===== src/rtl/base_hold_for_n_mc_pkg.sv =====
// Shared constants for the multi-channel pulse stretcher.
// Only the per-channel state width lives here.
package base_hold_for_n_mc_pkg;
    localparam int unsigned HOLD_STATE_W = 2;
endpackage


===== src/rtl/base_hold_for_n_ch.sv =====
// One pulse-stretcher channel: IDLE -> HOLD (i_n cycles) -> optional GAP (i_gap cycles).
// Outputs are registered one stage behind the state, so a trigger at edge k shows on o_d from edge k+1.
module base_hold_for_n_ch
    import base_hold_for_n_mc_pkg::*;
#(
    parameter int cwidth = 8,
    parameter bit retrig = 1'b1
) (
    input  logic              clk,
    input  logic              reset,
    input  logic              i_d,
    input  logic              i_clr,
    input  logic [cwidth-1:0] i_n,
    input  logic [cwidth-1:0] i_gap,
    output logic              o_d,
    output logic              o_busy,
    output logic              o_done
);
    typedef enum logic [HOLD_STATE_W-1:0] {
        ST_IDLE = 2'd0,
        ST_HOLD = 2'd1,
        ST_GAP  = 2'd2
    } state_t;

    state_t            state, state_nxt;
    logic [cwidth-1:0] cnt, cnt_nxt;
    logic [cwidth-1:0] gcnt, gcnt_nxt;
    logic              d_nxt, busy_nxt, done_nxt;
    logic              trig;

    // A zero-length hold request is not a trigger at all.
    assign trig = i_d && (i_n != '0);

    always_comb begin
        state_nxt = state;
        cnt_nxt   = cnt;
        gcnt_nxt  = gcnt;
        d_nxt     = 1'b0;
        busy_nxt  = 1'b0;
        done_nxt  = 1'b0;
        if (i_clr) begin
            state_nxt = ST_IDLE;
            cnt_nxt   = '0;
            gcnt_nxt  = '0;
        end else begin
            case (state)
                ST_IDLE: begin
                    if (trig) begin
                        state_nxt = ST_HOLD;
                        cnt_nxt   = i_n - cwidth'(1);
                    end
                end
                ST_HOLD: begin
                    d_nxt    = 1'b1;
                    busy_nxt = 1'b1;
                    if (retrig && trig) begin
                        cnt_nxt = i_n - cwidth'(1);
                    end else if (cnt == '0) begin
                        done_nxt = 1'b1;
                        if (i_gap != '0) begin
                            state_nxt = ST_GAP;
                            gcnt_nxt  = i_gap - cwidth'(1);
                        end else begin
                            state_nxt = ST_IDLE;
                        end
                    end else begin
                        cnt_nxt = cnt - cwidth'(1);
                    end
                end
                ST_GAP: begin
                    busy_nxt = 1'b1;
                    if (gcnt == '0) begin
                        state_nxt = ST_IDLE;
                    end else begin
                        gcnt_nxt = gcnt - cwidth'(1);
                    end
                end
                default: begin
                    state_nxt = ST_IDLE;
                    cnt_nxt   = '0;
                    gcnt_nxt  = '0;
                end
            endcase
        end
    end

    always_ff @(posedge clk) begin
        if (reset) begin
            state  <= ST_IDLE;
            cnt    <= '0;
            gcnt   <= '0;
            o_d    <= 1'b0;
            o_busy <= 1'b0;
            o_done <= 1'b0;
        end else begin
            state  <= state_nxt;
            cnt    <= cnt_nxt;
            gcnt   <= gcnt_nxt;
            o_d    <= d_nxt;
            o_busy <= busy_nxt;
            o_done <= done_nxt;
        end
    end
endmodule


===== src/rtl/base_hold_for_n_mc.sv =====
// Multi-channel programmable pulse stretcher with optional retrigger and lockout gap.
// Every channel is an independent instance sharing the hold and gap lengths.
module base_hold_for_n_mc
    import base_hold_for_n_mc_pkg::*;
#(
    parameter int channels = 4,
    parameter int cwidth   = 8,
    parameter bit retrig   = 1'b1
) (
    input  logic                clk,
    input  logic                reset,
    input  logic [channels-1:0] i_d,
    input  logic [channels-1:0] i_clr,
    input  logic [cwidth-1:0]   i_n,
    input  logic [cwidth-1:0]   i_gap,
    output logic [channels-1:0] o_d,
    output logic [channels-1:0] o_busy,
    output logic [channels-1:0] o_done
);
    for (genvar g = 0; g < channels; g++) begin : g_ch
        base_hold_for_n_ch #(
            .cwidth(cwidth),
            .retrig(retrig)
        ) u_ch (
            .clk   (clk),
            .reset (reset),
            .i_d   (i_d[g]),
            .i_clr (i_clr[g]),
            .i_n   (i_n),
            .i_gap (i_gap),
            .o_d   (o_d[g]),
            .o_busy(o_busy[g]),
            .o_done(o_done[g])
        );
    end
endmodule


===== config.mk =====
export PLATFORM = sky130hd
export DESIGN_NAME = base_hold_for_n_mc
export DESIGN_NICKNAME = d
export VERILOG_FILES = /design/src/rtl/base_hold_for_n_mc_pkg.sv /design/src/rtl/base_hold_for_n_ch.sv /design/src/rtl/base_hold_for_n_mc.sv
export SDC_FILE = /design/constraint.sdc
export NUM_CORES = 1
export LEC_CHECK = 0
export CORE_MARGIN = 3
export CORE_UTILIZATION = 25
export DETAILED_ROUTE_END_ITERATION = 8
export SYNTH_ARGS = -nofsm -noshare
export SYNTH_HDL_FRONTEND = slang
export SYNTH_HIERARCHICAL = 1
export SYNTH_SLANG_ARGS = --single-unit

===== constraint.sdc =====
create_clock -name clk -period 2.65 [get_ports clk]
set_input_delay 0.795 -clock clk [delete_from_list [all_inputs] [get_ports clk]]
set_output_delay 0.795 -clock clk [all_outputs]
set_load 0.02 [all_outputs]

Word-level counts from Yosys, hierarchy flattened

Index checks and enable logic that the tools add are counted.

Logic and storage cells: 190
Bits in read-only memories: 0
Bits in latches: 0
Input port bits: 26
Memories: 0
Register bits after elaboration: 84
Memory bits (writable): 0
Output and inout bits: 12

Bitwise gates (word level): 12
Eq/ne operators: 36
Shift-type cells: 0
Add/sub/neg operators: 10
$lt $le $gt $ge: 0
Divide/modulo/power cells: 0
Mux-type cells: 66
Reductions and logical operators: 42
Multiply operators: 0

Operators with widths:

| operator                                          | count |
|---|---|
| 2-to-1 mux 8 bit                                  | 25 |
| one-hot mux 8 bit (3 select lines)                | 8 |
| subtractor 8 x 1 -> 8 bit (second input constant) | 10 |
| zero test 8 bit                                   | 8 |
| 2-to-1 mux 2 bit                                  | 17 |
| != test 2 x 1 -> 1 bit (second input constant)    | 13 |
| one-hot mux 2 bit (3 select lines)                | 4 |
| != test 2 bit (second input constant)             | 11 |
| AND reduction 5 bit                               | 4 |
| AND reduction 4 bit                               | 4 |
| nonzero test 8 bit                                | 2 |
| OR reduction 2 bit                                | 8 |
| OR reduction 4 bit                                | 4 |
| 2-to-1 mux 1 bit                                  | 12 |
| != test 3 x 2 -> 1 bit (second input constant)    | 4 |
| inverter 1 bit                                    | 12 |
| AND reduction 3 bit                               | 4 |
| == test 2 x 1 -> 1 bit (second input constant)    | 4 |
| == test 2 bit (second input constant)             | 4 |
| zero test 2 bit                                   | 4 |
| logical AND 1 bit                                 | 4 |

Longest topological paths before layout

Gate-level depths: netlist of run 1.

Depth in word-level cells: 5
Depth in mapped cells: 11
Depth with buffers taken out: 9

By module

The synthesis of run 1 kept the hierarchy.

By module, submodules not included:

| module                                | cells an instance | times used | seq. area each (um2) | area an instance (um2) |
|---|---|---|---|---|
| base_hold_for_n_ch (g_ch[1].u_ch ...) | 183               | 2          | 420.4                | 1506.4 |
| base_hold_for_n_ch (g_ch[3].u_ch)     | 194               | 1          | 420.4                | 1571.5 |
| base_hold_for_n_ch (g_ch[0].u_ch)     | 179               | 1          | 420.4                | 1567.8 |

Worst setup path before layout of run 1

Ideal clock, no wire load.

Path type: input port to flip-flop
Start point: in i_n[2]
End point: reg g_ch[3].u_ch.gcnt[7]
Setup slack: -0.004 ns
Required time: 2.533 ns
Setup time: 0.117 ns
Arrival: 2.536 ns
Stages: 5
Buffers on the path: 0
Path through: or4_4 o41ai_2 and2_1 nand2_1 a32o_1

Word-level cells in the longest chain between the ends: 4

Ends and longest elaborated chain:

| element                              | RTL line                 | RTL |
|---|---|---|
| start, declared                      | base_hold_for_n_mc.sv:14 | `input logic [cwidth-1:0] i_n,` |
| nonzero test 8 bit                   | base_hold_for_n_ch.sv:32 | `assign trig = i_d && (i_n != '0);` |
| logical AND 1 bit                    | base_hold_for_n_ch.sv:32 |  |
| != test 2 bit (no source line)       | n/a                      |  |
| AND reduction 5 bit (no source line) | n/a                      |  |
| end signal, assigned                 | base_hold_for_n_ch.sv:98 | `gcnt <= gcnt_nxt;` |
| end, declared                        | base_hold_for_n_ch.sv:27 | `logic [cwidth-1:0] gcnt, gcnt_nxt;` |

No other way between the ends.
A chain may end at the register's enable or synchronous reset.

Worst setup path in the final report of run 1

Start point: in i_n[4]
End point: reg g_ch[2].u_ch.state[0]

Word-level cells in the longest chain between the ends: 4
Elaborated cells on any way between the ends: 5
Those cells by class: 2 x eq/ne; 3 x reduce/logical

Ends and longest elaborated chain:

| element                                                                         | RTL line                 | RTL |
|---|---|---|
| nonzero test 8 bit (*)                                                          | base_hold_for_n_ch.sv:32 |  |
| logical AND 1 bit (*)                                                           | base_hold_for_n_ch.sv:32 |  |
| != test 2 x 1 -> 1 bit (no source line) / != test 2 bit (equally long branches) | n/a                      |  |
| AND reduction 4 bit (no source line) (*)                                        | n/a                      |  |
| end signal, assigned                                                            | base_hold_for_n_ch.sv:96 | `state <= state_nxt;` |
| end, declared                                                                   | base_hold_for_n_ch.sv:25 | `state_t state, state_nxt;` |

Every way passes the cells marked *; elsewhere a longest branch is shown, timed or not.

==> run metrics, run 1 <==
Non-Filler Instances 1196; antenna-violating nets left 0; first-iteration detailed-routing DRC count 442; Netlist cell types between 70 and 80; Worst Hold Endpoint g_ch[3].u_ch/cnt[6]; total design power 3.603 mW; count of buffer and inverter cells on the critical path 2; number of input and output port buffers inserted 37; die span in x 162.9 µm; Synth-to-Final Area Change 31.46%; peak clock frequency supported by timing 389.1 MHz; start point of the worst min-delay path g_ch[3].u_ch/cnt[6]; H-tree levels 3; power density relative to cell area between 400 and 500 nW/µm²; CP Launch Type input port; result of the run finished, final reports clean; type of the setup path with the least slack input port to flip-flop; storage element area ~1700 µm²; share of flip-flops with an asynchronous set or reset 0%; multi-input logic area 4282 µm²; simple-gate portion of the synthesized area between 20 and 25%; mean routed wirelength per cell roughly 15 µm; largest stage delay on the critical path 0.61 ns; final net count 932; Final HPWL DP between 10000 and 15000 µm; launch point of the worst reg-to-reg path g_ch[3].u_ch/cnt[3]; max-cap check violation count 0; first-pass iteration count of the detailed router 5; Hold Crit Class flip-flop to flip-flop; final number of hold-violating endpoints 0; most common cell after layout, fill and taps aside sky130_fd_sc_hd__buf_4; synthesized cell area 6152 µm²; worst r2r dst g_ch[3].u_ch/gcnt[3]; total wire length 17940 µm; clock tree from TritonCTS done; post-synthesis xor/xnor area fraction under 10%; total number of clock tree sinks 84; largest net degree at the start of global routing 20; share of cells above drive strength 1 19.95%; fin crit share 96.98%; post-synthesis compound-gate area fraction roughly a quarter; detail-routed via count per cell between 5 and 6; placeable core area 23820 µm²; number of enable flip-flop cells after synthesis 0; CP Capture Type flip-flop; Critical Path Fanout Max 7; Root Buffer sky130_fd_sc_hd__clkbuf_16; final setup vio count 0; final worst path period need 2.570 ns; Max Transition Viols Final 0; Max transition margin between 60 and 70%; Fill cells 2456; TritonCTS buffer count 9; commonest cells after routing, fill and taps aside sky130_fd_sc_hd__buf_4, sky130_fd_sc_hd__dfxtp_1, sky130_fd_sc_hd__o21ai_0; post-synthesis mux area share 6.691%; yosys synthesis warning count 6; Worst EP arrival 2.82 ns; reg-to-reg setup timing slack roughly 0.34 ns; worst-margin pin slew 0.5772 ns; hold-fix buffer count after cts 0; vias 6055; clk buf depth 2; Synth Area in Adders between 6 and 7%; Avg Inst Size Synth roughly 8.3 µm²; Cells after Synth 739; data required time at the worst endpoint 2.90 ns; Synth Net Count 797; combinational family with the most area after synthesis compound AO/OA/AOI/OAI gates; die area 26530 µm²; latest clock arrival within the worst-skew pair 0.35 ns; ant diodes 0; initial standard-cell utilization of the core 25.82%; dpl cells around 1200; depth of the worst register-to-register path 6; routability congestion estimate from global placement 0.8686; clock skew after layout ~0.0070 ns; row count 56; number of cells on the worst hold path 2; number of global-route vias before repair 5687; kind of cell adding the most delay to the critical path simple AND/OR/NAND/NOR gates; number of antenna violations at the first check in global routing 0; sequential fraction of the synthesis area a little over a quarter; most instantiated flip-flop cell in the synthesis netlist sky130_fd_sc_hd__dfxtp_1; Die Ht 162.9 µm; DRC violation count after routing 0; Reg clk slew, reported paths 0.06 ns; number of placed I/O pins 38; standard cell with the maximum stage delay on the critical path sky130_fd_sc_hd__or4_4; Static Leak 3.097 nW; number of flip-flops and latches in the synthesized netlist 84; maximum resistive drop on vdd 0.2193 mV; remaining global-route overflow 0; global-route wire length before repair 29190 µm; cells traversed along the worst timing path dlygate4sd2_1, or4_4, o31a_1, buf_4, a2bb2oi_1, and4_1, a31o_2; aggregate global-route resource usage about 13%
## cells in the mapped netlist, types with 11 or more instances
master                     number  area share (%)
sky130_fd_sc_hd__o21ai_0       53             4.3
sky130_fd_sc_hd__inv_1         41             2.5
sky130_fd_sc_hd__ha_1          32             6.5
sky130_fd_sc_hd__nor3_1        32             2.6
sky130_fd_sc_hd__o211ai_1      19             2.3
sky130_fd_sc_hd__nand2_1       51             3.1
sky130_fd_sc_hd__o22ai_1       16             1.6
sky130_fd_sc_hd__nand2b_1      15             1.5
sky130_fd_sc_hd__or3_1         18             1.8
sky130_fd_sc_hd__nand3_1       13             1.1
sky130_fd_sc_hd__xnor2_1       28             4.0
sky130_fd_sc_hd__clkbuf_1      20             1.2
sky130_fd_sc_hd__a21oi_1       36             2.9
sky130_fd_sc_hd__nor2_1        40             2.4
sky130_fd_sc_hd__mux2i_1       40             6.5
sky130_fd_sc_hd__xor2_1        14             2.0
sky130_fd_sc_hd__dfxtp_1       84              27
sky130_fd_sc_hd__or4_1         11             1.3
## routing by layer
metal  track usage, %  vias to the layer above  wire, µm
met5                0                        -         0
met2            22.21                      129      8502
li1                 -                     3051         -
met3            1.933                       24       677
met4            5.459                        0       405
met1            17.49                     2851      8356
## how the worst max path moves through the flow
stage,start,end,slack (ns),cells past startpoint
final,i_n[4],g_ch[2].u_ch/state[0],0.08,7
after global routing,i_gap[6],g_ch[2].u_ch/gcnt[5],-0.01,6
after CTS,i_n[0],g_ch[0].u_ch/cnt[2],0.005,9
after detailed placement,i_n[3],g_ch[2].u_ch/gcnt[2],-0.51,7
after global placement,i_n[4],g_ch[3].u_ch/state[1],-0.49,5
after floorplan,i_n[2],g_ch[3].u_ch/cnt[7],0.000006,7
## state kept, by name (all words and copies together) (netlist names)
signal,flops
g_ch.u_ch/o_busy,4
g_ch.u_ch/o_done,4
g_ch.u_ch/state,8
g_ch.u_ch/gcnt,32
g_ch.u_ch/cnt,32
g_ch.u_ch/o_d,4
## logic make-up (layout without fill, tap and decap cells)
group	after synthesis	in the layout
adders and majority gates	32	32
muxes	41	41
DFF	84	84
AOI/OAI and AO/OA	227	227
and+or+nand+nor	242	242
xor gates and xnor gates	42	42
buffers and inverters	71	209
## tightest hold or removal path, delay by kind of cell (launching register included)
family,cells,cell delay [ns]
and+or+nand+nor,1,0.05
AOI/OAI and AO/OA,1,0.06
DFF,1,0.32
## power by group
| part | total [mW] | switching, mW | internal (mW) |
|---|---|---|---|
| Combinational | 0.913 | 0.497 | 0.416 |
| Sequential | 1.34 | 0.0351 | 1.30 |
| Clock | 1.35 | 0.512 | 0.842 |
| Total | 3.60 | 1.04 | 2.56 |
## final cells by class
| type | instances | share of cell area, % |
|---|---|---|
| multi-input cells | 584 | 52.94 |
| flip-flops and latches | 84 | 20.79 |
| repair buffers | 154 | 15.64 |
| well taps | 319 | 4.935 |
| clock buffers | 12 | 3.048 |
| inverters | 41 | 1.903 |
| clock inverters | 2 | 0.7426 |
## timing repair
item / 4_1_cts / 5_1_grt
setup buffers: 4 / 8
endpoints found under the setup margin: 59 / 60
pin swaps: 8 / 7
cloned: 1 / 0
gates resized for setup: 10 / 15
## per-stage QoR
step	hold slack [ns]	TNS, ns	utilization, %	cell area [µm²]	setup WS (ns)
2_1_floorplan	0.4385	0	-	6163	0.000005995
3_3_place_gp	0.4589	-29.55	31.80	7575	-0.4868
3_5_place_dp	0.4613	-30.96	31.80	7575	-0.5127
4_1_cts	0.4732	0	33.39	7954	0.004561
5_1_grt	0.5005	-0.01280	33.95	8088	-0.01280
6_report	0.4733	0	33.95	8088	0.07997
Note: power is estimated with default switching activity, not from simulation.
==> inputs of run 2 (changes only) <==
REMOVE_ABC_BUFFERS = 1   (was unset)
SETUP_SLACK_MARGIN = 0.02   (was unset)
==> run metrics, run 2 (synthesized netlist as in run 1, its figures left out) <==
type of the setup path with the least slack input port to flip-flop; start point of the worst min-delay path g_ch[3].u_ch/cnt[6]; detail-routed via count per cell approximately 5.1; Final HPWL DP 13600 µm; cells traversed along the worst timing path dlygate4sd2_1, or4_4, o31a_1, buf_4, a2bb2oi_1, and4_1, a31o_2; die span in x 162.9 µm; vias just over 6000; most common cell after layout, fill and taps aside sky130_fd_sc_hd__buf_4; number of cells on the worst hold path 2; result of the run finished, final reports clean; row count 56; Max Transition Viols Final 0; Reg clk slew, reported paths approximately 0.060 ns; TritonCTS buffer count 9; power density relative to cell area ~440 nW/µm²; Static Leak slightly above 3 nW; maximum resistive drop on vdd ~0.25 mV; storage element area 1682 µm²; leading registers by flop count g_ch.u_ch/cnt x32, g_ch.u_ch/gcnt x32, g_ch.u_ch/state x8; largest stage delay on the critical path 0.61 ns; die area approximately 27000 µm²; placed inst area 7526 µm²; number of global-route vias before repair 5800; clk buf depth 2; number of placed I/O pins 38; multi-input logic area roughly 4300 µm²; CP Capture Type flip-flop; worst-margin pin slew between 0.5 and 0.6 ns; share of cells above drive strength 1 between 10% and 20%; final setup vio count 0; net switching power approximately 1.1 mW; routability congestion estimate from global placement 0.8986; fin crit share 97.91%; placeable core area between 20000 and 25000 µm²; total number of clock tree sinks 84; Fill cells 2531; Comb power frac approximately a quarter; max-cap check violation count 0; H-tree levels 3; Worst EP arrival 2.84 ns; final standard cell area without fillers between 8000 and 9000 µm²; internal portion of total power 2.489 mW; standard cell with the maximum stage delay on the critical path sky130_fd_sc_hd__or4_4; Die Ht between 150 and 200 µm; worst r2r dst g_ch[3].u_ch/gcnt[5]; CP Launch Type input port; data required time at the worst endpoint 2.89 ns; reg-to-reg setup timing slack approximately 0.36 ns; switching part of the total power 29.94%; number of antenna violations at the first check in global routing 0; antenna-violating nets left 0; clock skew after layout 0.004534 ns; remaining global-route overflow 0; Critical Path Fanout Max 7; mean routed wirelength per cell 15.23 µm; Max transition margin between 60% and 70%; largest net degree at the start of global routing 17; global-route wire length before repair ~29000 µm; Synth-to-Final Area Change 30.06%; initial standard-cell utilization of the core approximately 26%; Root Buffer sky130_fd_sc_hd__clkbuf_16; DRC violation count after routing 0; commonest cells after routing, fill and taps aside sky130_fd_sc_hd__buf_4, sky130_fd_sc_hd__dfxtp_1, sky130_fd_sc_hd__o21ai_0; final worst path period need 2.595 ns; clock tree from TritonCTS done; launch point of the worst reg-to-reg path g_ch[3].u_ch/cnt[3]; final number of hold-violating endpoints 0; first-iteration detailed-routing DRC count about 360; number of input and output port buffers inserted 37; total wire length 18080 µm; ant diodes 0; share of power burned in the clock network 37.1%; first-pass iteration count of the detailed router 6; aggregate global-route resource usage 13.42%; peak clock frequency supported by timing 385.4 MHz; sequential group share of total power 37.6%; latest clock arrival within the worst-skew pair 0.35 ns; Hold Crit Class flip-flop to flip-flop; depth of the worst register-to-register path 6; Worst Hold Endpoint g_ch[3].u_ch/cnt[6]; total design power 3.553 mW; final net count 921
## run 2: changes by cell type in the layout (fill, tap and decap cells not counted), sizes merged
cell | before | now
bufinv | 2 | 1
dlygate4sd2 | 1 | 2
clkdlybuf4s50 | 33 | 32
clkinv | 0 | 2
clkdlybuf4s15 | 0 | 1
clkbuf | 13 | 12
clkinvlp | 0 | 1
dlymetal6s2s | 2 | 3
buf | 117 | 105
## run 2: cell type report
type                       count  area share, %
multi-input combinational    584          53.18
sequential                    84          21.02
timing repair buffer         143          15.09
tap                          319          4.988
clock buffer                  12          3.206
inverter                      41          1.923
clock inverter                 4         0.5942
## run 2: routing by layer
metal	vias to the layer above	GRT usage [%]	routed length [µm]
met1	2956	17.15	8302
met2	115	23.42	8981
met4	0	3.614	194
li1	3020	-	-
met5	-	0	0
met3	16	2.162	600
## run 2: how the worst max path moves through the flow
stage,from,endpoint,depth (start not counted)
floorplan,i_n[2],g_ch[3].u_ch/gcnt[7],5
global placement,i_n[3],g_ch[2].u_ch/gcnt[1],7
detailed placement,i_n[4],g_ch[2].u_ch/gcnt[1],6
CTS,i_n[3],g_ch[1].u_ch/cnt[3],8
global route,i_n[0],g_ch[2].u_ch/state[0],10
finish,i_n[4],g_ch[2].u_ch/state[0],7
## run 2: metrics by stage
stage | worst slack (ns) | hold slack (ns) | util [%] | instances | TNS [ns]
2_1_floorplan | -0.003828 | 0.4385 | - | 709 | -0.003828
4_1_cts | 0.02043 | 0.4737 | 32.98 | 1180 | 0
3_3_place_gp | -0.4626 | 0.4580 | 31.59 | 1164 | -26.93
3_5_place_dp | -0.5000 | 0.4571 | 31.59 | 1164 | -29.32
6_report | 0.05538 | 0.4770 | 33.59 | 1187 | 0
5_1_grt | -0.01729 | 0.4900 | 33.59 | 1187 | -0.01729
## run 2: critical path, delay by kind of cell
kind	cells	cell delay, ns
simple gates	2	0.81
compound gates	3	0.75
buf+inv	2	0.47
## run 2: repair_timing
item,in CTS,in global routing
pin swaps,12,10
endpoints found under the hold margin,0,0
gates cloned,0,1
hold buffers,0,0
setup endpoints to repair,67,68
setup buffers,0,6
gates resized for setup,7,16
## run 2: power groups by stage
stage	combinational, mW	sequential [mW]	clock [mW]
2_1_floorplan	0.509	1.36	0
5_1_grt	0.974	1.34	1.41
4_1_cts	0.862	1.34	1.35
6_report	0.898	1.34	1.32
3_5_place_dp	0.853	1.36	0
3_3_place_gp	0.853	1.36	0
==> RTL edit (settings of run 1) <==
`retrig` is set to 1'b1 in 2 places; all go to 1'b0.
--- a/src/rtl/base_hold_for_n_ch.sv
+++ b/src/rtl/base_hold_for_n_ch.sv
@@ -5,5 +5,5 @@
 #(
     parameter int cwidth = 8,
-    parameter bit retrig = 1'b1
+    parameter bit retrig = 1'b0
 ) (
     input  logic              clk,
--- a/src/rtl/base_hold_for_n_mc.sv
+++ b/src/rtl/base_hold_for_n_mc.sv
@@ -6,5 +6,5 @@
     parameter int channels = 4,
     parameter int cwidth   = 8,
-    parameter bit retrig   = 1'b1
+    parameter bit retrig   = 1'b0
 ) (
     input  logic                clk,
Function: changed (a bounded check fails within 4 cycles, from zero or initial values).
==> RTL edit against run 1 <==
Utilization grew 0.19 points. Combinational power grew 1%. Worst hold slack gained 0.013 ns. Via count shrank 2.5%. Area after synthesis shrank 2.6%. Setup slack gained 0.0032 ns. Sequential cell count is the same. Final area shrank 0.63%. Wire length shrank 3.0%. Power shrank 3.0%. Sequential share of layout area grew 0.13 points. First-iteration DRC count shrank 19%. Non-clock buffer count shrank 1. Critical endpoint is now g_ch[3].u_ch/cnt[4]. Highest routed layer unchanged.
==> RTL edit: results (changes against run 1) <==
Final layout
  – Multi-input logic portion of the cell area: 0.530 (+0.00104)
  – Non-clock buffer count in the final layout: 153 (-0.65%)
  – Fillers: 2500 (+1.8%)
  – Final-layout clock buffer total: 11 (-1)
  – Final nets: 898 (-3.6%)

Status
  – Run status: finished clean

Critical path
  – Reg-to-Reg Start: g_ch[1].u_ch/state[1]
  – Startpoint of the most critical setup path: i_n[0]
  – Worst setup path endpoint: g_ch[3].u_ch/cnt[4]
  – Reg-to-reg endpoint: g_ch[1].u_ch/cnt[4]
  – Worst r2r path cells: 9 (+3)

Hold path
  – Beginning of the worst hold path: g_ch[0].u_ch/gcnt[1]
  – WHS Endpoint: g_ch[0].u_ch/gcnt[1]

Synth
  – Synth cell count leaders: 84 x sky130_fd_sc_hd__dfxtp_1, 56 x sky130_fd_sc_hd__nor2_1, 44 x sky130_fd_sc_hd__xor2_1, 40 x sky130_fd_sc_hd__nand2_1, 36 x sky130_fd_sc_hd__a21oi_1
  – Sequential fraction of the synthesis area: 0.281 (+0.00736)
  – Adder and majority cell fraction of the synthesized area: 0.0418 (-0.0233)
  – Post-Synth XOR/XNOR Area: 0.0994 (+0.0396)
  – Synth top area cells: sky130_fd_sc_hd__dfxtp_1 28%, sky130_fd_sc_hd__xor2_1 6.4%, sky130_fd_sc_hd__mux2i_1 4.7%
  – Share of cell area taken by muxes after synthesis: 0.0543 (-0.0126)

Global route
  – Met2 Resource Use GR: 0.213 (-0.00876)
  – Maximum number of pins on one net before global-route repair: 15 (-25%)
  – Via count of the first global-routing pass: 5693 (+0.11%)

STA
  – Worst-Margin Slew: 0.526 ns (-0.0507 ns)
  – Setup Skew: 0.00568 ns (-0.00134 ns)
  – Clock period minus final worst setup slack: 2.57 ns (-0.00324 ns)
  – Worst hold margin: 0.487 ns (+0.0135 ns)

Route
  – DR WL met3: 694 um (+2.5%)
  – Amount of wire on met2 after detailed routing: 8.02 mm (-5.7%)
  – Wirelength, routed: 17.4 mm (-3.0%)

Pwr
  – Peak supply drop: 0.209 mV (-4.5%)
[RTL edit: worst max-delay path, cell delays in order]
cell	delay, ns
sky130_fd_sc_hd__clkdlybuf4s50_1	0.42
sky130_fd_sc_hd__buf_6	0.15
sky130_fd_sc_hd__buf_4	0.17
sky130_fd_sc_hd__mux2i_4	0.15
sky130_fd_sc_hd__ha_2	0.20
sky130_fd_sc_hd__inv_1	0.08
sky130_fd_sc_hd__or3_4	0.34
sky130_fd_sc_hd__xnor2_2	0.14
sky130_fd_sc_hd__a32oi_1	0.08
sky130_fd_sc_hd__o32ai_1	0.28
[RTL edit: what timing repair did]
action                                  4_1_cts  5_1_grt
buffers inserted                              0        6
resized for setup                             7       43
pin swaps                                    10       17
endpoints found under the setup margin       26       47
[RTL edit: where the power goes]
group	switching, mW	internal, mW
Clock	0.511	0.717
Combinational	0.486	0.440
Sequential	0.0412	1.30
Total	1.04	2.46
